### src/rtl/piso_pkg.sv
// Shared constants for the parallel-in/serial-out serializer: the default word
// width and the two-state FSM encoding.
package piso_pkg;

  localparam int PISO_WIDTH_DEFAULT = 8;

  localparam logic ST_IDLE  = 1'b0;
  localparam logic ST_SHIFT = 1'b1;

  typedef enum logic {
    IDLE  = ST_IDLE,
    SHIFT = ST_SHIFT
  } piso_state_e;

endpackage

### src/rtl/piso_serializer_bit_counter.sv
// Modulo-WIDTH bit counter. Sync clear beats enable; tc_o flags count WIDTH-1.
module bit_counter
  import piso_pkg::*;
#(
  parameter int WIDTH = PISO_WIDTH_DEFAULT,
  localparam int CW = $clog2(WIDTH)
) (
  input  logic          clk,
  input  logic          reset_n,
  input  logic          clr_i,
  input  logic          en_i,
  output logic [CW-1:0] cnt_o,
  output logic          tc_o
);

  localparam logic [CW-1:0] LAST = CW'(WIDTH - 1);

  logic [CW-1:0] cnt_q;

  always_ff @(posedge clk or negedge reset_n) begin
    if (!reset_n) begin
      cnt_q <= '0;
    end else if (clr_i) begin
      cnt_q <= '0;
    end else if (en_i) begin
      cnt_q <= (cnt_q == LAST) ? '0 : cnt_q + CW'(1);
    end
  end

  assign cnt_o = cnt_q;
  assign tc_o  = (cnt_q == LAST);

endmodule

### src/rtl/piso_serializer.sv
// Parallel-in/serial-out serializer with ready/valid load, bit-advance enable
// and frame markers; a word loads back-to-back with the last bit of the previous one.
//
//   state | meaning
//   IDLE  | no word held, sout=0, ready to accept
//   SHIFT | presenting a frame bit on sout, count = index of that bit
module piso_serializer
  import piso_pkg::*;
#(
  parameter int WIDTH     = PISO_WIDTH_DEFAULT,
  parameter bit MSB_FIRST = 1'b1
) (
  input  logic             clk,
  input  logic             reset_n,
  input  logic             clear_n,
  input  logic [WIDTH-1:0] din,
  input  logic             din_valid,
  output logic             din_ready,
  input  logic             shift_en,
  output logic             sout,
  output logic             sout_valid,
  output logic             frame_start,
  output logic             frame_end
);

  localparam int CW = $clog2(WIDTH);

  piso_state_e      state_q;
  logic [WIDTH-1:0] sreg_q;
  logic [CW-1:0]    cnt;
  logic             tc;
  logic             consume;
  logic             accept;

  assign consume   = (state_q == SHIFT) && shift_en;
  // Ready on the last consumed bit lets the next word follow with no gap.
  assign din_ready = reset_n && clear_n && ((state_q == IDLE) || (tc && consume));
  assign accept    = din_valid && din_ready;

  bit_counter #(.WIDTH(WIDTH)) u_bit_counter (
    .clk     (clk),
    .reset_n (reset_n),
    .clr_i   (!clear_n || accept),
    .en_i    (consume),
    .cnt_o   (cnt),
    .tc_o    (tc)
  );

  always_ff @(posedge clk or negedge reset_n) begin
    if (!reset_n) begin
      state_q <= IDLE;
      sreg_q  <= '0;
    end else if (!clear_n) begin
      state_q <= IDLE;
      sreg_q  <= '0;
    end else if (accept) begin
      state_q <= SHIFT;
      sreg_q  <= din;
    end else if (consume) begin
      state_q <= tc ? IDLE : SHIFT;
      // Zero fill guarantees the register is empty (sout=0) once the frame ends.
      sreg_q  <= MSB_FIRST ? {sreg_q[WIDTH-2:0], 1'b0} : {1'b0, sreg_q[WIDTH-1:1]};
    end
  end

  assign sout        = MSB_FIRST ? sreg_q[WIDTH-1] : sreg_q[0];
  assign sout_valid  = (state_q == SHIFT);
  assign frame_start = sout_valid && (cnt == '0);
  assign frame_end   = sout_valid && tc;

endmodule

### config.mk
export PLATFORM = sky130hd
export DESIGN_NAME = piso_serializer
export DESIGN_NICKNAME = d
export VERILOG_FILES = /design/src/rtl/piso_pkg.sv /design/src/rtl/piso_serializer_bit_counter.sv /design/src/rtl/piso_serializer.sv
export SDC_FILE = /design/constraint.sdc
export NUM_CORES = 1
export LEC_CHECK = 0
export ABC_AREA = 1
export CORE_AREA = 10 10 60 62
export DETAILED_ROUTE_END_ITERATION = 12
export DIE_AREA = 0 0 70 72
export HOLD_SLACK_MARGIN = 0.06
export PLACE_DENSITY = 0.51
export RECOVER_POWER = 25
export SYNTH_ARGS = -nofsm -noshare
export SYNTH_HDL_FRONTEND = slang
export SYNTH_SLANG_ARGS = --single-unit
### constraint.sdc
create_clock -name clk -period 2.95 [get_ports clk]
set_clock_uncertainty 0.1 [all_clocks]
set_input_delay 0.59 -clock clk [delete_from_list [all_inputs] [get_ports clk]]
set_output_delay 0.59 -clock clk [all_outputs]
set_load 0.05 [all_outputs]
# Word-level counts from Yosys, hierarchy flattened

Cells that the tools add are included.

$add $sub $neg: 1
Equal/unequal tests: 2
Mux-type cells: 10
Bitwise operators: 1
Reduce and logical (&&, ||, !) cells: 12

Operator list:

| operator                                              | count |
|---|---|
| two-way mux 8 bit                                     | 3 |
| two-way mux 3 bit                                     | 3 |
| logical AND 1 bit                                     | 7 |
| two-way mux 1 bit                                     | 4 |
| adder 3 x 1 -> 3 bit, second input constant           | 1 |
| == test 3 bit, second input constant                  | 1 |
| zero test 3 bit                                       | 1 |
| inequality test 3 x 1 -> 1 bit, second input constant | 1 |
| logical OR 1 bit                                      | 2 |
| nonzero test 2 bit                                    | 1 |
| zero test 1 bit                                       | 1 |
| NOT 1 bit                                             | 1 |

Register bits after elaboration: 12
Output and inout bits: 5
Logic and storage cells: 29

# Depth between registers and ports, before layout

Gate-level depths: netlist (run 1).

Depth in word-level cells: 7
Depth in mapped cells: 9
Gate-level depth less buffers: 9

# By module

From an unflattened synthesis (run 1), not the netlist that was laid out.

Cells, all modules: 93
Area, all modules: 719.4 um2

Modules (own cells, without submodules):

| module          | times used | cells each | area each (um2) | sequential area each (um2) |
|---|---|---|---|---|
| piso_serializer | 1          | 76         | 568.0           | 225.2 |
| bit_counter     | 1          | 17         | 151.4           | 75.1 |

# Least setup slack after synthesis (run 1)

OpenSTA, ideal clock, no wires.

Kind: reg-to-output
Start: register u_bit_counter.cnt_q[1] (netlist: u_bit_counter.cnt_o[1])
End: output din_ready
Arrival: 1.564 ns
Required time: 2.260 ns
Path slack: 0.696 ns
Stages on the path, launching flop included: 5
Path buffers: 0
Cells stage by stage: dfrtp_1 ha_1 ha_1 nand2_1 a21oi_1

Longest elaborated chain between the ends: 4

RTL lines:

| item                   | line                              | RTL |
|---|---|---|
| start, declared        | piso_serializer_bit_counter.sv:18 | `logic [CW-1:0] cnt_q;` |
| start signal, assigned | piso_serializer_bit_counter.sv:26 | `cnt_q <= (cnt_q == LAST) ? '0 : cnt_q + CW'(1);` |
| == test 3 bit          | piso_serializer_bit_counter.sv:31 | `assign tc_o = (cnt_q == LAST);` |
| logical AND 1 bit      | piso_serializer.sv:37             | `assign din_ready = reset_n && clear_n && ((state_q == IDLE) \|\| (tc && consume));` |
| logical OR 1 bit       | piso_serializer.sv:37             |  |
| logical AND 1 bit      | piso_serializer.sv:37             |  |
| end, declared          | piso_serializer.sv:18             | `output logic din_ready,` |

Every way passes these cells.

# Worst setup path after layout (run 1)

Start: register u_bit_counter.cnt_q[1] (netlist: u_bit_counter.cnt_o[1])
End: output frame_end

Longest elaborated chain between the ends: 2

RTL lines:

| item              | line                              | RTL |
|---|---|---|
| == test 3 bit     | piso_serializer_bit_counter.sv:31 |  |
| logical AND 1 bit | piso_serializer.sv:69             | `assign frame_end = sout_valid && tc;` |
| end, declared     | piso_serializer.sv:23             | `output logic frame_end` |

Every way passes these cells.

==> results.cfg, run 1 <==
[run_status]
status = finished, final reports clean

[run]
maxCapViolCount = 0

[clocking]
cts.sinks = 12
cts_buffers = 3
cts_hold_buf = 0
cts_setup_buffers = 0
clockRootBuffer = clkbuf_4
clock_latency_ns = 0.27
cts_buffer_depth = 2
cts_resized = 0
clkTransAtPathRegs_ns = 0.08
cts_tree = done
htreeDepth = 1

[worst_setup_path]
start_kind = register
crit_top_cell = ha_1
crit_chain = ha_1 -> ha_1 -> nand2_1 -> inv_1 -> clkdlybuf4s50_1
critPathArrivalTime_ns = 1.89
crit_path_end_kind = primary output
r2r_cells = 9
cp_num_buf_inv = 2
critical_path.max_stage_delay_ns = 0.79
path_class = reg2out
path_depth = 5
crit_slowest_cell = clkdlybuf4s50_1
crit_path_max_fanout = 3
critPathRequiredTime_ns = 2.26
cp_top_family = buffers and inverters

[routing]
wl_um = 1840
routedWlPerCell_um = 13.0
drt_iter0_drc = 46
drtPass1Iterations = 4
vias = 671
viasPerCell = 4.73
drc = 0
ant_nets = 0

[placement]
place_congestion = 0.795
hpwl_um = 1390
dp_slack_ns = 0.600
io_buffers = 17

[timing]
slew_viol_final = 0
worstMarginPinSlew_ns = 0.693
max_freq_ghz = 0.387
final.setup.worst_slack_ns = 0.366
rsz0062_at_grt = no
finalSetupViolCount = 0
post-route-period-util = 0.876
hold_violations = 0
timing.final.crit_period_ns = 2.58
slew_headroom = 0.538
fin_setup_tns_ns = 0

[synthesis]
synth_seq_area_share = 0.426
syn_area_sq_um = 704
synth_edf_count = 0
synth_ff_type = dfrtp_1
syn-num-nets = 109
yosys-top-cells-count = nand2_1, dfrtp_1, nand3_1, nand4_1, inv_1
netlist.area_leader.share = 0.426
ys_top_cells_by_area = dfrtp_1, nand2_1, nand3_1
synthArstFlopShare = 1.00
synth_top_area_cell = dfrtp_1
synth_cell_types = 17
synth_most_common_cell = nand2_1
ys_ff_latch = 12
yosys_warnings = 0
synth.avg_cell_area_sq_um = 7.57
synthCells = 93

[hold_path]
hold_path_depth = 2
min_path_type = reg2reg

[die]
die_w_um = 70
die_h_um = 72
start_util = 0.290
core_sq_mm = 0.00243
std_cell_rows = 18
io_pins = 18
die-area_sq_mm = 0.00504

[layout]
fin_nets = 130
layout-drive-gt1-share = 0.0893
fillers = 251
diodes = 0
area_delta_synth_final_pct = 32.9

[grt]
grt_first_pass_wirelength_um = 3020
grt_use_total = 0.0730
overflow = 0
antenna_found_initial = 0
grt_pass1_vias = 661
grt_max_degree = 14

[power]
p_leak_nw = 0.477
power_density_mw_per_mm2 = 381
peakVddDrop_mv = 0.163
[area by class of cell]
class                           count  area (sq um)  area share
Clock buffer                        3          22.5      0.0241
Inverter                            8          31.3      0.0334
Multi-Input combinational cell     71           360       0.385
Sequential cell                    12           300       0.321
Tap cell                           30          37.5      0.0401
Timing Repair Buffer               18           184       0.197
[metrics by stage]
step / total power, mW / area (sq um) / instances / hold WS (ns) / utilization
after detailed placement: 0.260 / 917 / 139 / 0.396 / 0.377
final: 0.356 / 936 / 142 / 0.415 / 0.385
after global placement: 0.260 / 917 / 139 / 0.389 / 0.377
after global routing: 0.378 / 936 / 142 / 0.438 / 0.385
after floorplan: 0.221 / 704 / 93 / 0.194 / -
after CTS: 0.364 / 940 / 142 / 0.416 / 0.386
[where the power goes]
part           total [mW]  switching (mW)  internal, mW  leakage (nW)
Sequential          0.173         0.00466         0.169         0.166
Clock               0.102          0.0547        0.0472        0.0138
Combinational      0.0809          0.0488        0.0321         0.298
[sequential cells by signal, indices dropped and copies added (netlist names)]
| name | flops |
|---|---|
| u_bit_counter.cnt_o | 3 |
| sreg_q | 8 |
| sout_valid | 1 |
[placed cells by master (no fill, tap or decap), drive strengths merged]
master and instances:
a21oi 5, buf 1, clkbuf 4, clkdlybuf4s50 15
clkinv 1, dfrtp 12, dlygate4sd3 1, ha 3
inv 7, nand2 41, nand3 10, nand4 7
nor2 4, o311ai 1
[tightest hold or removal path, stage by stage, from the launching register on]
cell and delay [ns]:
dfrtp_1 0.35, nand3_1 0.07, nand2_1 0.06
[final timing paths]
kind | endpoint | startpoint | slack (ns)
hold / removal | sreg_q[2] | sreg_q[2] | 0.42
setup reg to reg | sreg_q[7] | u_bit_counter.cnt_o[0] | 1.13
min in group asynchronous | sreg_q[2] | reset_n | 0.84
setup / recovery | frame_end | u_bit_counter.cnt_o[1] | 0.37
hold reg to reg | sreg_q[2] | sreg_q[2] | 0.42
max in group asynchronous | sreg_q[7] | reset_n | 1.47
[kinds of logic after synthesis]
| group | count (synthesis) | share of synthesized area |
|---|---|---|
| AO/OA/AOI/OAI | 6 | 0.0533 |
| adder cells (fa/ha/maj) | 3 | 0.0533 |
| AND/OR/NAND/NOR | 62 | 0.405 |
| flip-flops | 12 | 0.426 |
| buffers and inverters | 10 | 0.0621 |
[layer usage]
layer | GRT usage | vias to the layer above | part of all wire
li1 | - | 352 | -
met1 | 0.0806 | 304 | 0.45
met2 | 0.122 | 13 | 0.48
met3 | 0.0163 | 2 | 0.054
met4 | 0.0526 | 0 | 0.018
met5 | 0 | - | 0
No activity file was read; power rests on OpenSTA's default activity.
==> run 2: changes to the inputs <==
CORE_AREA = 10 10 51 53   (was 10 10 60 62)
DIE_AREA = 0 0 61 63   (was 0 0 70 72)
PLACE_DENSITY = 0.71   (was 0.51)
==> results.cfg, run 2 (synthesis gave the netlist of run 1 again) <==
[clocking]
clockRootBuffer = clkbuf_4
cts_resized = 0
clock_latency_ns = 0.28
htreeDepth = 1
cts.sinks = 12
cts_tree = done
clkTransAtPathRegs_ns = 0.08
cts_buffer_depth = 2
cts_buffers = 3
cts_hold_buf = 0
cts_setup_buffers = 0

[run_status]
status = finished, final reports clean

[grt]
grt_max_degree = 14
grt_pass1_vias = 667
grt_first_pass_wirelength_um = 2730
antenna_found_initial = 0
grt_use_total = 0.0896
overflow = 0

[hold_path]
min_path_type = reg2reg

[timing]
slew_headroom = 0.563
post-route-period-util = 0.879
hold_violations = 0
slew_viol_final = 0
fin_setup_tns_ns = 0
rsz0062_at_grt = no
max_freq_ghz = 0.386
final.setup.worst_slack_ns = 0.357
timing.final.crit_period_ns = 2.59
finalSetupViolCount = 0
worstMarginPinSlew_ns = 0.656

[die]
die_w_um = 61
io_pins = 18
std_cell_rows = 15
start_util = 0.427
die_h_um = 63
core_sq_mm = 0.00165
die-area_sq_mm = 0.00384

[power]
pwr-share-seq = 0.446
cellInternalPower_mw = 0.276
switchingPower_mw = 0.112
p_leak_nw = 0.485
peakVddDrop_mv = 0.240
swShare = 0.289
power_density_mw_per_mm2 = 416
comb_power_share = 0.208
p_clk_frac = 0.346

[worst_setup_path]
path_class = reg2out
rrSetupSlack_ns = 1.12
crit_path_max_fanout = 3
start_kind = register
critPathArrivalTime_ns = 1.90
critPathRequiredTime_ns = 2.26
crit_path_end_kind = primary output

[placement]
place_congestion = 0.813
dpl_cell_area_sq_um = 901
hpwl_um = 1260
io_buffers = 17
dp_slack_ns = 0.603

[layout]
top_register = sreg_q
postLayoutCellArea_sq_um = 933
largest_reg_flops = 8
final_common_cell = nand2_1
layout-drive-gt1-share = 0.0973
final_cell_mix = nand2_1, clkdlybuf4s50_1, dfrtp_1
fin_nets = 130
diodes = 0
area_delta_synth_final_pct = 32.5

[routing]
drtPass1Iterations = 5
vias = 683
routedWlPerCell_um = 12.9
ant_nets = 0
drt_iter0_drc = 17
drc = 0
viasPerCell = 5.25
wl_um = 1670

[run]
maxCapViolCount = 0
==> run 2: cell count changes in the layout (fill, tap and decap cells not counted) <==
| cell | delta |
|---|---|
| clkbuf_8 | +1 |
==> run 2: layout make-up <==
cell class	instances	area, sq um
clock buffers	4	36.3
flip-flops and latches	12	300
fillers	177	718
well taps	17	21.3
multi-input cells	71	360
repair buffers	18	184
inverters	8	31.3
==> run 2: routing by layer <==
| metal | GRT usage | wire length (um) |
|---|---|---|
| met1 | 0.106 | 724 |
| met4 | 0.0632 | 52 |
| met3 | 0.0244 | 124 |
| met2 | 0.131 | 770 |
| met5 | 0 | 0 |
==> run 2: critical path, stage by stage (launching register included) <==
cell and delay, ns:
dfrtp_1 0.38, ha_1 0.15, ha_1 0.19, nand2_1 0.06
inv_1 0.06, clkdlybuf4s50_1 0.79
==> run 2: final timing paths <==
kind	start	cells past startpoint	to
setup / recovery	u_bit_counter.cnt_o[1]	5	frame_end
hold / removal	sreg_q[0]	2	sreg_q[0]
setup reg to reg	u_bit_counter.cnt_o[1]	9	sreg_q[3]
hold reg to reg	sreg_q[0]	2	sreg_q[0]
max in group asynchronous	reset_n	2	sreg_q[3]
min in group asynchronous	reset_n	2	sout_valid
==> run 2: per-stage QoR <==
stage	hold slack, ns	cells	util	total power [mW]
finish	0.413	130	0.565	0.388
detailed placement	0.398	126	0.545	0.259
floorplan	0.194	93	-	0.221
global route	0.438	130	0.565	0.406
global placement	0.390	126	0.545	0.257
CTS	0.417	130	0.567	0.391
==> run 2: power by group through the flow <==
stage | Clock (mW) | Combinational [mW] | Sequential, mW
global placement | 0 | 0.0811 | 0.176
finish | 0.134 | 0.0807 | 0.173
floorplan | 0 | 0.0394 | 0.181
detailed placement | 0 | 0.0818 | 0.177
global route | 0.144 | 0.0877 | 0.174
CTS | 0.135 | 0.0822 | 0.173
